### src/rtl/adc_rx_pkg.sv
// Shared encodings and constants for the ADC receive capture block.
//   ADC_DW       default ADC data width
//   DF_OFFSET    MSB flip that maps two's complement onto offset binary
//   rx_state_e   receive FSM encoding, reported on RX_STATE
package adc_rx_pkg;

  localparam int unsigned ADC_DW = 12;
  localparam logic [ADC_DW-1:0] DF_OFFSET = 12'h800;

  // ST_RUN covers both SETTLE and STREAM; a separate flag tells them apart
  typedef enum logic [1:0] {
    ST_OFF      = 2'd0,
    ST_WAIT_CAL = 2'd1,
    ST_CAL      = 2'd2,
    ST_RUN      = 2'd3
  } rx_state_e;

endpackage

### src/rtl/adc_rx_stuck_det.sv
// Flags an ADC whose data bus has not changed for STUCK_LIM consecutive streamed samples.
//   clk_i, rst_n_i  clock, async active-low reset
//   run_i           high while samples are being streamed
//   d_i             registered ADC sample
//   clr_i           clears the sticky flag
//   stuck_o         sticky stuck-data flag
module adc_rx_stuck_det
  import adc_rx_pkg::*;
#(
  parameter int unsigned DW        = ADC_DW,
  parameter int unsigned STUCK_LIM = 64
) (
  input  logic          clk_i,
  input  logic          rst_n_i,
  input  logic          run_i,
  input  logic [DW-1:0] d_i,
  input  logic          clr_i,
  output logic          stuck_o
);

  localparam int unsigned CNT_W = $clog2(STUCK_LIM + 1);

  logic [DW-1:0]    prev_q;
  logic [CNT_W-1:0] run_len_q, run_len_d;
  logic             stuck_q;

  // Length of the current run of identical samples, counting the first one
  always_comb begin
    run_len_d = run_len_q;
    if (!run_i) begin
      run_len_d = '0;
    end else if ((run_len_q != '0) && (d_i == prev_q)) begin
      if (run_len_q != CNT_W'(STUCK_LIM)) run_len_d = run_len_q + CNT_W'(1);
    end else begin
      run_len_d = CNT_W'(1);
    end
  end

  always_ff @(posedge clk_i or negedge rst_n_i) begin
    if (!rst_n_i) begin
      prev_q    <= '0;
      run_len_q <= '0;
      stuck_q   <= 1'b0;
    end else begin
      prev_q    <= d_i;
      run_len_q <= run_len_d;
      if (run_len_d == CNT_W'(STUCK_LIM)) stuck_q <= 1'b1;
      else if (clr_i)                     stuck_q <= 1'b0;
    end
  end

  assign stuck_o = stuck_q;

endmodule

### src/rtl/adc_rx_capture.sv
// Receive side of the 12-bit ADC interface: registers the ADC bus, follows calibration,
// discards the pipeline-latency samples after calibration, converts two's complement to
// offset binary and streams valid-qualified samples; keeps OVF/SEU/config status.
//   CLK, RST_N                      clock, async active-low reset
//   ADC_D/OVF/CAL_BUSY/SEU          ADC outputs
//   ENABLE, DF_TC, CLR_STATS        ADC mode mirror, data-format select, stats clear
//   DOUT, DOUT_VALID, DOUT_OVF      sample stream (2 cycles after ADC_D)
//   RX_STATE, CAL_DONE              FSM state and calibration-done pulse
//   OVF_CNT, SEU_STICKY, CFG_ERR    status
//   STUCK                           stuck-data flag; only built when ADC_RX_STUCK_DET_EN is defined
module adc_rx_capture
  import adc_rx_pkg::*;
#(
  parameter int unsigned DW         = ADC_DW,
  parameter int unsigned SETTLE_CYC = 12,
  parameter int unsigned OVF_CNT_W  = 16,
  parameter int unsigned STUCK_LIM  = 64
) (
  input  logic                 CLK,
  input  logic                 RST_N,
  input  logic [DW-1:0]        ADC_D,
  input  logic                 ADC_OVF,
  input  logic                 ADC_CAL_BUSY,
  input  logic                 ADC_SEU,
  input  logic                 ENABLE,
  input  logic                 DF_TC,
  input  logic                 CLR_STATS,
  output logic [DW-1:0]        DOUT,
  output logic                 DOUT_VALID,
  output logic                 DOUT_OVF,
  output logic [1:0]           RX_STATE,
  output logic                 CAL_DONE,
  output logic [OVF_CNT_W-1:0] OVF_CNT,
  output logic                 SEU_STICKY,
  output logic                 CFG_ERR,
  output logic                 STUCK
);

  localparam int unsigned CNT_W = (SETTLE_CYC > 1) ? $clog2(SETTLE_CYC) : 1;
  localparam logic [DW-1:0] OFFSET = (DW == ADC_DW) ? DW'(DF_OFFSET) : {1'b1, {(DW-1){1'b0}}};

  logic [DW-1:0]        d_q;
  logic                 ovf_q, cb_q, seu_q, df_q, df_prev_q;
  rx_state_e            state_q, state_d;
  logic                 settle_q, settle_d;
  logic [CNT_W-1:0]     cnt_q, cnt_d;
  logic                 cal_done_d, df_chg;
  logic                 streaming;
  logic [DW-1:0]        dout_q;
  logic                 dout_valid_q, dout_ovf_q, cal_done_q;
  logic [OVF_CNT_W-1:0] ovf_cnt_q;
  logic                 seu_sticky_q, cfg_err_q;
  logic                 stuck;

  // Stage 1: capture ADC outputs; df_prev_q lets a DF change be seen
  always_ff @(posedge CLK or negedge RST_N) begin
    if (!RST_N) begin
      d_q       <= '0;
      ovf_q     <= 1'b0;
      cb_q      <= 1'b0;
      seu_q     <= 1'b0;
      df_q      <= 1'b0;
      df_prev_q <= 1'b0;
    end else begin
      d_q       <= ADC_D;
      ovf_q     <= ADC_OVF;
      cb_q      <= ADC_CAL_BUSY;
      seu_q     <= ADC_SEU;
      df_q      <= DF_TC;
      df_prev_q <= df_q;
    end
  end

  // FSM state register
  always_ff @(posedge CLK or negedge RST_N) begin
    if (!RST_N) begin
      state_q  <= ST_OFF;
      settle_q <= 1'b0;
      cnt_q    <= '0;
    end else begin
      state_q  <= state_d;
      settle_q <= settle_d;
      cnt_q    <= cnt_d;
    end
  end

  // FSM next state: disable beats a DF change, which beats normal sequencing
  always_comb begin
    state_d    = state_q;
    settle_d   = settle_q;
    cnt_d      = cnt_q;
    cal_done_d = 1'b0;
    df_chg     = 1'b0;
    if (!ENABLE) begin
      state_d  = ST_OFF;
      settle_d = 1'b0;
      cnt_d    = '0;
    end else if ((state_q != ST_OFF) && (df_q != df_prev_q)) begin
      state_d  = ST_WAIT_CAL;
      settle_d = 1'b0;
      cnt_d    = '0;
      df_chg   = 1'b1;
    end else begin
      case (state_q)
        ST_OFF:      state_d = ST_WAIT_CAL;
        ST_WAIT_CAL: if (cb_q) state_d = ST_CAL;
        ST_CAL: begin
          if (!cb_q) begin
            state_d    = ST_RUN;
            settle_d   = 1'b1;
            cnt_d      = CNT_W'(SETTLE_CYC - 1);
            cal_done_d = 1'b1;
          end
        end
        ST_RUN: begin
          if (cb_q) begin
            state_d  = ST_CAL;
            settle_d = 1'b0;
            cnt_d    = '0;
          end else if (settle_q) begin
            if (cnt_q == '0) settle_d = 1'b0;
            else             cnt_d    = cnt_q - CNT_W'(1);
          end
        end
        default:     state_d = ST_OFF;
      endcase
    end
  end

  assign streaming = (state_q == ST_RUN) && !settle_q;

  // Stage 2 outputs and status
  always_ff @(posedge CLK or negedge RST_N) begin
    if (!RST_N) begin
      dout_q       <= '0;
      dout_valid_q <= 1'b0;
      dout_ovf_q   <= 1'b0;
      cal_done_q   <= 1'b0;
      ovf_cnt_q    <= '0;
      seu_sticky_q <= 1'b0;
      cfg_err_q    <= 1'b0;
    end else begin
      dout_q       <= streaming ? (df_q ? (d_q ^ OFFSET) : d_q) : '0;
      dout_valid_q <= streaming;
      dout_ovf_q   <= streaming & ovf_q;
      cal_done_q   <= cal_done_d;
      if (CLR_STATS)                              ovf_cnt_q <= '0;
      else if (streaming && ovf_q && !(&ovf_cnt_q)) ovf_cnt_q <= ovf_cnt_q + OVF_CNT_W'(1);
      if (seu_q)          seu_sticky_q <= 1'b1;
      else if (CLR_STATS) seu_sticky_q <= 1'b0;
      if (df_chg)         cfg_err_q <= 1'b1;
      else if (CLR_STATS) cfg_err_q <= 1'b0;
    end
  end

`ifdef ADC_RX_STUCK_DET_EN
  adc_rx_stuck_det #(
    .DW        (DW),
    .STUCK_LIM (STUCK_LIM)
  ) u_stuck_det (
    .clk_i   (CLK),
    .rst_n_i (RST_N),
    .run_i   (streaming),
    .d_i     (d_q),
    .clr_i   (CLR_STATS),
    .stuck_o (stuck)
  );
`else
  // STUCK_LIM only matters when detection is built in
  assign stuck = (STUCK_LIM == 0) && 1'b0;
`endif

  assign DOUT       = dout_q;
  assign DOUT_VALID = dout_valid_q;
  assign DOUT_OVF   = dout_ovf_q;
  assign RX_STATE   = state_q;
  assign CAL_DONE   = cal_done_q;
  assign OVF_CNT    = ovf_cnt_q;
  assign SEU_STICKY = seu_sticky_q;
  assign CFG_ERR    = cfg_err_q;
  assign STUCK      = stuck;

endmodule

### config.mk
export PLATFORM = sky130hd
export DESIGN_NAME = adc_rx_capture
export DESIGN_NICKNAME = d
export VERILOG_FILES = /design/src/rtl/adc_rx_pkg.sv /design/src/rtl/adc_rx_stuck_det.sv /design/src/rtl/adc_rx_capture.sv
export SDC_FILE = /design/constraint.sdc
export NUM_CORES = 1
export LEC_CHECK = 0
export ABC_AREA = 1
export CAP_MARGIN = 10
export CORE_MARGIN = 4
export CORE_UTILIZATION = 55
export CTS_BUF_LIST = sky130_fd_sc_hd__clkbuf_4 sky130_fd_sc_hd__clkbuf_8
export DETAILED_ROUTE_END_ITERATION = 10
export PLACE_DENSITY = 0.86
export SLEW_MARGIN = 5
export SYNTH_ARGS = -nofsm -noshare
export SYNTH_HDL_FRONTEND = slang
export SYNTH_SLANG_ARGS = --single-unit
### constraint.sdc
create_clock -name CLK -period 3.15 [get_ports CLK]
set_clock_uncertainty 0.05 [all_clocks]
set_input_delay 0.63 -clock CLK [delete_from_list [all_inputs] [get_ports CLK]]
set_output_delay 0.63 -clock CLK [all_outputs]
set_load 0.05 [all_outputs]
==> impl_metrics.json <==
{
  "die_w_um": 75.8,
  "path_depth": 1,
  "cts_resized": 0,
  "r2r-start": "OVF_CNT[0]",
  "max_slew_margin": 0.636,
  "final_nets": 378,
  "synth_top_area_cell": "dfrtp_1",
  "power.density_nw_per_um2": 526,
  "multi_input_area_um2": 930,
  "syn_nets": 316,
  "hold_viol_final": 0,
  "synth.area.top_cells": "dfrtp_1 56%, nand2_1 13%, nor2_1 5.6%",
  "mostFrequentLayoutCells": "87 x nand2_1, 57 x dfrtp_1, 53 x clkdlybuf4s50_1",
  "max_stage_delay_ns": 0.85,
  "io_buffers": 54,
  "drv_cap": 0,
  "final_common_cell": "nand2_1",
  "final_util": 0.758,
  "status": "finished, final reports clean",
  "fin_crit_ns": 2.34,
  "core_area_um2": 4410,
  "path_class": "reg2out",
  "yosysWarnings": 0,
  "cp.buffers_inverters": 1,
  "routed_via_density": 5.28,
  "cp_slowest_cell": "clkdlybuf4s50_1",
  "yosysSeqAreaShare": 0.565,
  "cts_setup_buffers": 0,
  "cts_tree": "built",
  "ant_nets": 0,
  "crit_family": "buffers and inverters",
  "grt_overflow": 0,
  "avgRoutedWirePerCell_um": 14.1,
  "cts-htree-levels": 3,
  "drt-total-wl_um": 5820,
  "critical_path.cell_chain": "clkdlybuf4s50_1",
  "clock-sinks": 57,
  "antenna_found_initial": 0,
  "worstSetupStartpoint": "OVF_CNT[11]",
  "place.detailed.hpwl_um": 4170,
  "grt_max_degree": 25,
  "rsz0062_at_grt": "no",
  "n_antenna_cell": 0,
  "peakVddDrop_uv": 499,
  "cts_root_buf": "clkbuf_8",
  "synth.cell_area_um2": 2530,
  "initial_core_util": 0.572,
  "drc_errors": 0,
  "p_leak_nw": 1.65,
  "rows": 24,
  "syn_to_final_growth_pct": 32.4,
  "dieArea_um2": 5740,
  "hold_path_class": "in2async",
  "num-fill-cells": 311,
  "rr_worst_depth": 9,
  "syn_area_per_cell_um2": 8.62,
  "yosysUniqueCellTypes": 27,
  "path_max_fanout": 6,
  "grt_pass1_wl_um": 9980,
  "grt_pass1_vias": 2222,
  "end_kind": "primary output",
  "vias": 2176,
  "worstSkewPairLatency_ns": 0.34,
  "synth_cells": 293,
  "track_usage": 0.233,
  "die_h_um": 75.8,
  "dr.pass1.iters": 5,
  "layout.area.seq_um2": 1430,
  "cp-start-kind": "flip-flop",
  "worst_slew_pin_slew_ns": 0.546,
  "whs_ns": 0.220,
  "drtIter0Drc": 212,
  "numCtsBuffers": 9,
  "ys_ff_latch": 57,
  "layout-drive-gt1-share": 0.0917,
  "hold_buffers": 0,
  "cts_buffer_depth": 2,
  "arrival_ns": 1.66,
  "path_clk_slew_ns": 0.07,
  "finalCritPeriodShare": 0.742,
  "slew_viol_final": 0,
  "final.setup.tns_ns": 0,
  "setup_viol": 0,
  "fmax_mhz": 428,
  "cp.required_ns": 2.47,
  "yosysTopAreaCellShare": 0.565,
  "place_congestion": 0.920,
  "num_io_pins": 56
}
final cells by class:
| cell class | instances | share of cell area |
|---|---|---|
| Multi-Input combinational cell | 194 | 0.278 |
| Inverter | 37 | 0.0415 |
| Sequential cell | 57 | 0.426 |
| Tap cell | 52 | 0.0195 |
| Clock buffer | 12 | 0.0475 |
| Timing Repair Buffer | 56 | 0.165 |
| Clock inverter | 4 | 0.0224 |
per-layer routing:
metal | GRT usage | vias up | part of all wire
li1 | - | 1038 | -
met1 | 0.271 | 1036 | 0.39
met2 | 0.412 | 90 | 0.52
met3 | 0.0660 | 12 | 0.067
met4 | 0.0777 | 0 | 0.019
met5 | 0 | - | 0
stage by stage:
step	area, µm²	power [mW]	setup WS (ns)	std cells
final	3340	1.76	0.814	412
after global routing	3340	1.84	0.762	412
after CTS	3340	1.77	0.812	412
after detailed placement	3110	0.979	0.923	396
after global placement	3110	0.972	1.04	396
after floorplan	2530	0.899	1.26	293
state kept, by name (all words and copies together), names as in the netlist:
register,cells
OVF_CNT,16
DOUT,12
d_q,12
cnt_q,4
RX_STATE,2
CAL_DONE,1
CFG_ERR,1
DOUT_OVF,1
DOUT_VALID,1
SEU_STICKY,1
cb_q,1
df_prev_q,1
df_q,1
ovf_q,1
settle_q,1
seu_q,1
cell usage after synthesis, drive strengths merged:
library cell,number
clkbuf,2
a31oi,1
o21ai,7
dfrtp,57
a21oi,2
conb,1
o21bai,4
nand2,90
ha,3
xnor2,1
nor2,44
nand3,15
buf,3
nor4,1
a21o,1
xor2,4
nor3,1
nand4,16
inv,37
or2,3
worst paths after layout:
path | to | slack, ns
worst max-delay path | OVF_CNT[11] | 0.81
worst min-delay path | SEU_STICKY | 0.22
worst max register to register | OVF_CNT[5] | 1.29
worst min register to register | SEU_STICKY | 0.38
max in group asynchronous | d_q[10] | 2.16
min in group CLK | SEU_STICKY | 0.38
logic make-up after synthesis:
family / share of synthesized area
xor gates and xnor gates: 0.0173
buffers and inverters: 0.0674
adders and majority gates: 0.0149
and+or+nand+nor: 0.299
DFF: 0.565
AOI/OAI and AO/OA: 0.0352
other: 0.00148
power by group:
group / switching (mW) / total, mW / internal, mW
registers: 0.0189 / 0.780 / 0.761
clock network: 0.294 / 0.792 / 0.497
logic: 0.120 / 0.186 / 0.0655
total: 0.434 / 1.76 / 1.32
(Power assumes the default switching activity.)
